$ cat src/rtl/rom_download_writer_if.sv
// Word-write port between the download packer and the cartridge-ROM memory controller.
interface rom_download_writer_if #(
    parameter int unsigned ADDR_W = 22
);
    logic              mem_req;
    logic              mem_ack;
    logic [ADDR_W-1:0] mem_addr;
    logic [15:0]       mem_din;
    logic [1:0]        mem_be;

    modport master (output mem_req, mem_addr, mem_din, mem_be, input mem_ack);
    modport slave  (input mem_req, mem_addr, mem_din, mem_be, output mem_ack);
endinterface

$ cat src/rtl/rom_download_writer.sv
// Packs SPI download byte strobes into 16-bit words, buffers them in a small FIFO and
// writes them to the ROM controller over req/ack; also tracks count, checksum and completion.
module rom_download_writer #(
    parameter int unsigned       ADDR_W     = 22,
    parameter logic [ADDR_W-1:0] BASE_WORD  = '0,
    parameter int unsigned       FIFO_DEPTH = 4
) (
    input  logic                  clk,
    input  logic                  reset_n,
    input  logic                  dl_downloading,
    input  logic                  dl_wr,
    input  logic [15:0]           dl_addr,
    input  logic [7:0]            dl_data,
    rom_download_writer_if.master mem,
    output logic                  busy,
    output logic                  done,
    output logic [16:0]           byte_count,
    output logic [15:0]           checksum,
    output logic                  overflow
);
    localparam int unsigned    PTR_W   = $clog2(FIFO_DEPTH);
    localparam logic [PTR_W:0] PTR_ONE = {{PTR_W{1'b0}}, 1'b1};

    typedef struct packed {
        logic [14:0] waddr;
        logic [15:0] din;
        logic [1:0]  be;
    } word_t;

    typedef enum logic {S_IDLE, S_REQ} state_t;

    function automatic word_t make_word(input logic [14:0] waddr, input logic [15:0] din,
                                        input logic [1:0] be);
        word_t w;
        w.waddr = waddr;
        w.din   = din;
        w.be    = be;
        return w;
    endfunction

    logic        dl_prev_q;
    logic        rise, fall;
    logic        armed_q;

    logic        p_valid_q, p_valid_d;
    logic [14:0] p_waddr_q, p_waddr_d;
    logic [7:0]  p_data_q,  p_data_d;
    logic        d_valid_q, d_valid_d;
    logic [14:0] d_waddr_q, d_waddr_d;
    logic [7:0]  d_data_q,  d_data_d;

    logic        push, push_ok, pop, load;
    word_t       push_word, head;
    word_t       fifo_mem [FIFO_DEPTH];
    logic [PTR_W:0] wr_ptr_q, rd_ptr_q;
    logic        fifo_empty, fifo_full;

    state_t      state_q, state_d;

    assign rise = dl_downloading & ~dl_prev_q;
    assign fall = ~dl_downloading & dl_prev_q;

    // Byte packer. Sources of a push are mutually exclusive: the deferred odd byte only
    // exists the cycle after a strobe, and the end-of-download flush waits for both.
    always_comb begin
        push      = 1'b0;
        push_word = '0;
        p_valid_d = p_valid_q;
        p_waddr_d = p_waddr_q;
        p_data_d  = p_data_q;
        d_valid_d = 1'b0;
        d_waddr_d = d_waddr_q;
        d_data_d  = d_data_q;

        if (d_valid_q) begin
            push      = 1'b1;
            push_word = make_word(d_waddr_q, {d_data_q, 8'h00}, 2'b10);
        end

        if (dl_wr) begin
            if (!dl_addr[0]) begin
                if (p_valid_q) begin
                    push      = 1'b1;
                    push_word = make_word(p_waddr_q, {8'h00, p_data_q}, 2'b01);
                end
                p_valid_d = 1'b1;
                p_waddr_d = dl_addr[15:1];
                p_data_d  = dl_data;
            end else if (p_valid_q && (p_waddr_q == dl_addr[15:1])) begin
                push      = 1'b1;
                push_word = make_word(p_waddr_q, {dl_data, p_data_q}, 2'b11);
                p_valid_d = 1'b0;
            end else begin
                if (p_valid_q) begin
                    push      = 1'b1;
                    push_word = make_word(p_waddr_q, {8'h00, p_data_q}, 2'b01);
                end
                p_valid_d = 1'b0;
                d_valid_d = 1'b1;
                d_waddr_d = dl_addr[15:1];
                d_data_d  = dl_data;
            end
        end else if (!dl_downloading && p_valid_q && !d_valid_q) begin
            push      = 1'b1;
            push_word = make_word(p_waddr_q, {8'h00, p_data_q}, 2'b01);
            p_valid_d = 1'b0;
        end
    end

    always_ff @(posedge clk or negedge reset_n) begin
        if (!reset_n) begin
            p_valid_q <= 1'b0;
            p_waddr_q <= '0;
            p_data_q  <= '0;
            d_valid_q <= 1'b0;
            d_waddr_q <= '0;
            d_data_q  <= '0;
        end else begin
            p_valid_q <= p_valid_d;
            p_waddr_q <= p_waddr_d;
            p_data_q  <= p_data_d;
            d_valid_q <= d_valid_d;
            d_waddr_q <= d_waddr_d;
            d_data_q  <= d_data_d;
        end
    end

    assign fifo_empty = (wr_ptr_q == rd_ptr_q);
    assign fifo_full  = (wr_ptr_q[PTR_W] != rd_ptr_q[PTR_W]) &&
                        (wr_ptr_q[PTR_W-1:0] == rd_ptr_q[PTR_W-1:0]);
    assign push_ok    = push & ~fifo_full;
    assign head       = fifo_mem[rd_ptr_q[PTR_W-1:0]];

    always_ff @(posedge clk) begin
        if (push_ok) begin
            fifo_mem[wr_ptr_q[PTR_W-1:0]] <= push_word;
        end
    end

    always_ff @(posedge clk or negedge reset_n) begin
        if (!reset_n) begin
            wr_ptr_q <= '0;
            rd_ptr_q <= '0;
        end else begin
            if (push_ok) wr_ptr_q <= wr_ptr_q + PTR_ONE;
            if (pop)     rd_ptr_q <= rd_ptr_q + PTR_ONE;
        end
    end

    // Writer: returning to IDLE on ack guarantees one low cycle of mem_req between words.
    always_comb begin
        state_d = state_q;
        load    = 1'b0;
        pop     = 1'b0;
        case (state_q)
            S_IDLE: begin
                if (!fifo_empty) begin
                    state_d = S_REQ;
                    load    = 1'b1;
                end
            end
            S_REQ: begin
                if (mem.mem_ack) begin
                    state_d = S_IDLE;
                    pop     = 1'b1;
                end
            end
            default: state_d = S_IDLE;
        endcase
    end

    always_ff @(posedge clk or negedge reset_n) begin
        if (!reset_n) begin
            state_q      <= S_IDLE;
            mem.mem_addr <= '0;
            mem.mem_din  <= '0;
            mem.mem_be   <= '0;
        end else begin
            state_q <= state_d;
            if (load) begin
                mem.mem_addr <= BASE_WORD + ADDR_W'(head.waddr);
                mem.mem_din  <= head.din;
                mem.mem_be   <= head.be;
            end
        end
    end

    assign mem.mem_req = (state_q == S_REQ);

    assign busy = p_valid_q | d_valid_q | ~fifo_empty | mem.mem_req;
    assign done = (armed_q | fall) & ~dl_downloading & ~dl_wr & ~p_valid_q & ~d_valid_q &
                  fifo_empty & (state_q == S_IDLE);

    always_ff @(posedge clk or negedge reset_n) begin
        if (!reset_n) begin
            dl_prev_q  <= 1'b0;
            armed_q    <= 1'b0;
            byte_count <= '0;
            checksum   <= '0;
            overflow   <= 1'b0;
        end else begin
            dl_prev_q <= dl_downloading;

            if (rise) begin
                byte_count <= dl_wr ? 17'd1 : 17'd0;
                checksum   <= dl_wr ? {8'h00, dl_data} : 16'h0000;
            end else if (dl_wr) begin
                byte_count <= byte_count + 17'd1;
                checksum   <= checksum + {8'h00, dl_data};
            end

            if (push && fifo_full) overflow <= 1'b1;
            else if (rise)         overflow <= 1'b0;

            if (rise)      armed_q <= 1'b0;
            else if (done) armed_q <= 1'b0;
            else if (fall) armed_q <= 1'b1;
        end
    end
endmodule

$ cat src/flat_wrapper.sv
// flat-port wrapper written by rule: the top's interface ports become plain ports
module rom_download_writer_flat 
#(
    parameter int unsigned       ADDR_W     = 22,
    parameter logic [ADDR_W-1:0] BASE_WORD  = '0,
    parameter int unsigned       FIFO_DEPTH = 4
)
  (clk, reset_n, dl_downloading, dl_wr, dl_addr, dl_data, busy, done, byte_count, checksum, overflow, mem_mem_req, mem_mem_addr, mem_mem_din, mem_mem_be, mem_mem_ack);
  rom_download_writer_if #(.ADDR_W(ADDR_W)) mem_i ();
  input  logic clk;
  input  logic reset_n;
  input  logic dl_downloading;
  input  logic dl_wr;
  input  logic [15:0] dl_addr;
  input  logic [7:0] dl_data;
  output logic busy;
  output logic done;
  output logic [16:0] byte_count;
  output logic [15:0] checksum;
  output logic overflow;
  output wire logic [$bits(mem_i.mem_req)-1:0] mem_mem_req;
  output wire logic [$bits(mem_i.mem_addr)-1:0] mem_mem_addr;
  output wire logic [$bits(mem_i.mem_din)-1:0] mem_mem_din;
  output wire logic [$bits(mem_i.mem_be)-1:0] mem_mem_be;
  input wire logic [$bits(mem_i.mem_ack)-1:0] mem_mem_ack;
  assign mem_mem_req = mem_i.mem_req;
  assign mem_mem_addr = mem_i.mem_addr;
  assign mem_mem_din = mem_i.mem_din;
  assign mem_mem_be = mem_i.mem_be;
  assign mem_i.mem_ack = mem_mem_ack;
  rom_download_writer #(.ADDR_W(ADDR_W), .BASE_WORD(BASE_WORD), .FIFO_DEPTH(FIFO_DEPTH)) u_core (.clk(clk), .reset_n(reset_n), .dl_downloading(dl_downloading), .dl_wr(dl_wr), .dl_addr(dl_addr), .dl_data(dl_data), .mem(mem_i), .busy(busy), .done(done), .byte_count(byte_count), .checksum(checksum), .overflow(overflow));
endmodule
$ cat config.mk
export PLATFORM = sky130hd
export DESIGN_NAME = rom_download_writer_flat
export DESIGN_NICKNAME = d
export VERILOG_FILES = /design/src/rtl/rom_download_writer_if.sv /design/src/rtl/rom_download_writer.sv /design/src/flat_wrapper.sv
export SDC_FILE = /design/constraint.sdc
export NUM_CORES = 1
export LEC_CHECK = 0
export BUFFER_PORTS_ARGS = -buffer_cell sky130_fd_sc_hd__buf_2
export CAP_MARGIN = 30
export CORE_AREA = 2 2 178 180
export CTS_BUF_LIST = sky130_fd_sc_hd__clkbuf_16
export CTS_CLUSTER_SIZE = 8
export DETAILED_ROUTE_END_ITERATION = 8
export DIE_AREA = 0 0 180 182
export MAX_ROUTING_LAYER = met4
export SLEW_MARGIN = 5
export SYNTH_ARGS = -nofsm -noshare
export SYNTH_HDL_FRONTEND = slang
export SYNTH_SLANG_ARGS = --single-unit
$ cat constraint.sdc
create_clock -name clk -period 3.7 [get_ports clk]
set_input_delay 1.11 -clock clk [delete_from_list [all_inputs] [get_ports clk]]
set_output_delay 1.11 -clock clk [all_outputs]
set_load 0.01 [all_outputs]
==> reports/qor.txt <==
via/cell ratio: 4.80
Post-route DRC: 0
# rows: 65
CP Data Required Time: 2590 ps
filler cell count: 2813
CP cell instances: xor2_1 -> or3_4 -> or4_4 -> nor4_4 -> buf_2
R2R Setup Slk: 1480 ps
r2r worst-path depth: 8
critical path peak fanout: 3
Top delay family on crit path: simple AND/OR/NAND/NOR gates
die area: 0.0328 mm^2
fin cells: 1216
drt pass-1 iters: 4
Final Cell Area: 0.0128 mm^2
Post-CTS Setup Inserts: 0
synth warn: 0
Hold Path Sink: u_core.mem.mem_addr[12]
kind of critical path: reg -> out
Area Growth Syn to Fin: 19.8%
post-DP HPWL: 14100 um
Placer Congestion: 0.760
Mapped Cells: 664
antenna viol nets, final: 0
Max Clk Rate: 287 MHz
vias: 5840
Clock Sinks: 256
commonest non-fill, non-tap cell in the layout: edfxtp_1
initial DRC count: 319
Hold Path Depth: 1
Yosys cell types: 43
Routed WL: 22100 um
HP Start: u_core.mem.mem_addr[12]
FF+latch count, synth: 256
vias in the first global route: 5996
Post-CTS Hold Buffers: 0
TritonCTS clock tree: built
post-CTS sizing: 0
crit-path max cell delay: 460 ps
Fin Clk Skew: 17.4 ps
CTS buffer count: 37
HP Class: reg -> reg
initial antenna violation count: 3
reg2reg end: u_core.checksum[8]
Synth Cell Area: 0.0107 mm^2
syn_area_per_cell: 16.1 um^2
first-pass GRT wire length: 35200 um
count of final setup violators: 0
Final Critical Period: 3490 ps
PD cells: 757 mW/mm^2
Sequential cell area: 0.00707 mm^2
Final Util: 41.4%
Clock Latency Late Sink: 510 ps
RSZ-0062 raised after global routing: no
DP Area: 0.0117 mm^2
Startpoint Class: flop
run status: finished clean
placed instance count: 1152
GRT Total Usage: 14.1%
critical path buffer and inverter count: 1
Max VDD drop: 0.000375 V
Leakage: 0.00519 uW
share of layout cells above drive strength 1: 24.6%
Layout Nets: 835
initial cell density of the core: 34.5%
clk root buf: clkbuf_16
max-capacitance violation count: 0
Worst slew margin: 52.3%
Port-buffer cells: 98
RR Startpoint: u_core.checksum[0]
pin count of the biggest net entering global routing: 61
CP Data Arrival Time: 2380 ps
Worst path slowest cell: or4_4
Async SR Flop Fraction: 48.4%
final slew viol count: 0
largest buffer count on any clock path: 3
post-route setup TNS: 0 ps
drt wl/cell: 18.2 um
multi-input logic area: 0.00343 mm^2
remaining global-route overflow: 0
io pins: 106
Top FF cell, synth: edfxtp_1
sequential share of the synthesized area: 66.1%
Die Wd: 180 um
Final period util: 94.2%
H-tree levels: 2
Clock transition at path regs: 50 ps
CP Capture Type: primary output
commonest non-fill, non-tap cells in the layout: edfxtp_1 (132), dfrtp_1 (123), buf_2 (97)
core area: 0.0310 mm^2
Slew @ Worst Pin: 716 ps
final-layout worst hold slack: 473 ps
count of final hold-check violations: 0
Post-synth EDFFs: 132
height of the die: 182 um
-- Yosys cell counts, types with 2 or more instances --
library cell	instances	area, um^2
mux2_1	81	912
nand2b_1	4	25.0
and3_1	7	43.8
xnor2_1	27	236
dfrtp_1	124	3100
or3_1	2	12.5
a31oi_1	2	12.5
xor2_1	22	193
o21ai_1	12	60.1
clkbuf_1	17	63.8
nand3_1	19	95.1
buf_6	4	45.0
mux4_2	33	743
and4_1	2	17.5
nor2b_1	4	25.0
nand4_1	9	56.3
nor2_1	30	113
inv_1	6	22.5
buf_1	2	7.51
edfxtp_1	132	3960
ha_1	16	200
and2_1	12	75.1
buf_2	8	40.0
mux2i_1	7	70.1
nand2_1	20	75.1
a21oi_1	15	75.1
a21o_1	3	22.5
buf_4	7	52.6
a22o_1	23	201
-- power by group --
part	internal (uW)	switching [uW]
sequential	3760	301
clock	1840	1190
combinational	1240	1380
total	6830	2870
-- cell families after synthesis --
| group | Yosys count | synth area share (%) |
|---|---|---|
| flip-flops | 256 | 66.1 |
| multiplexers | 121 | 16.1 |
| AND/OR/NAND/NOR | 115 | 5.63 |
| AO/OA/AOI/OAI | 61 | 3.87 |
| XOR/XNOR | 49 | 4.01 |
| buffers and inverters | 44 | 2.16 |
| adder cells (fa/ha/maj) | 17 | 2.06 |
| other | 1 | 0.0351 |
-- through the flow --
stage / setup slack (ps) / power (uW)
after CTS: 201 / 9880
after detailed placement: 613 / 6810
after global placement: 645 / 6710
after global routing: 139 / 10300
final: 213 / 9700
after floorplan: 804 / 5880
-- routing by layer --
metal	GRT usage, %	vias up	wire length, um
li1	-	2733	-
met1	19.4	2956	10800
met2	20.9	121	9920
met3	3.13	30	1010
met4	4.26	0	403
met5	-	-	0
-- flip-flops by register name, indices dropped and copies added (netlist names), 3 cells and up --
register             flops
u_core.p_data_q          8
u_core.checksum         16
u_core.p_waddr_q        15
u_core.mem.mem_din      16
u_core.byte_count       17
u_core.mem.mem_addr     15
u_core.d_waddr_q        15
u_core.wr_ptr_q          3
u_core.d_data_q          8
u_core.rd_ptr_q          3
u_core.fifo_mem        132
-- cell type report --
cell class | instances | area share [%]
multi-input combinational | 370 | 26.8
sequential | 256 | 55.2
antenna | 4 | 0.0781
tap | 402 | 3.93
timing repair buffer | 118 | 5.60
clock inverter | 22 | 0.869
clock buffer | 38 | 7.42
inverter | 6 | 0.176
-- how the worst max path moves through the flow --
stage                  startpoint                   to  slack (ps)  cells after the start
4_1_cts        u_core.rd_ptr_q[2]                 done         200                      5
6_report       u_core.rd_ptr_q[2]                 done         210                      5
3_3_place_gp           dl_data[0]   u_core.checksum[8]         650                      9
5_1_grt        u_core.rd_ptr_q[2]                 done         140                      5
3_5_place_dp           dl_data[0]  u_core.checksum[10]         610                      9
2_1_floorplan  u_core.rd_ptr_q[1]                 done         800                      5
Power figures use the tool's default switching activity.
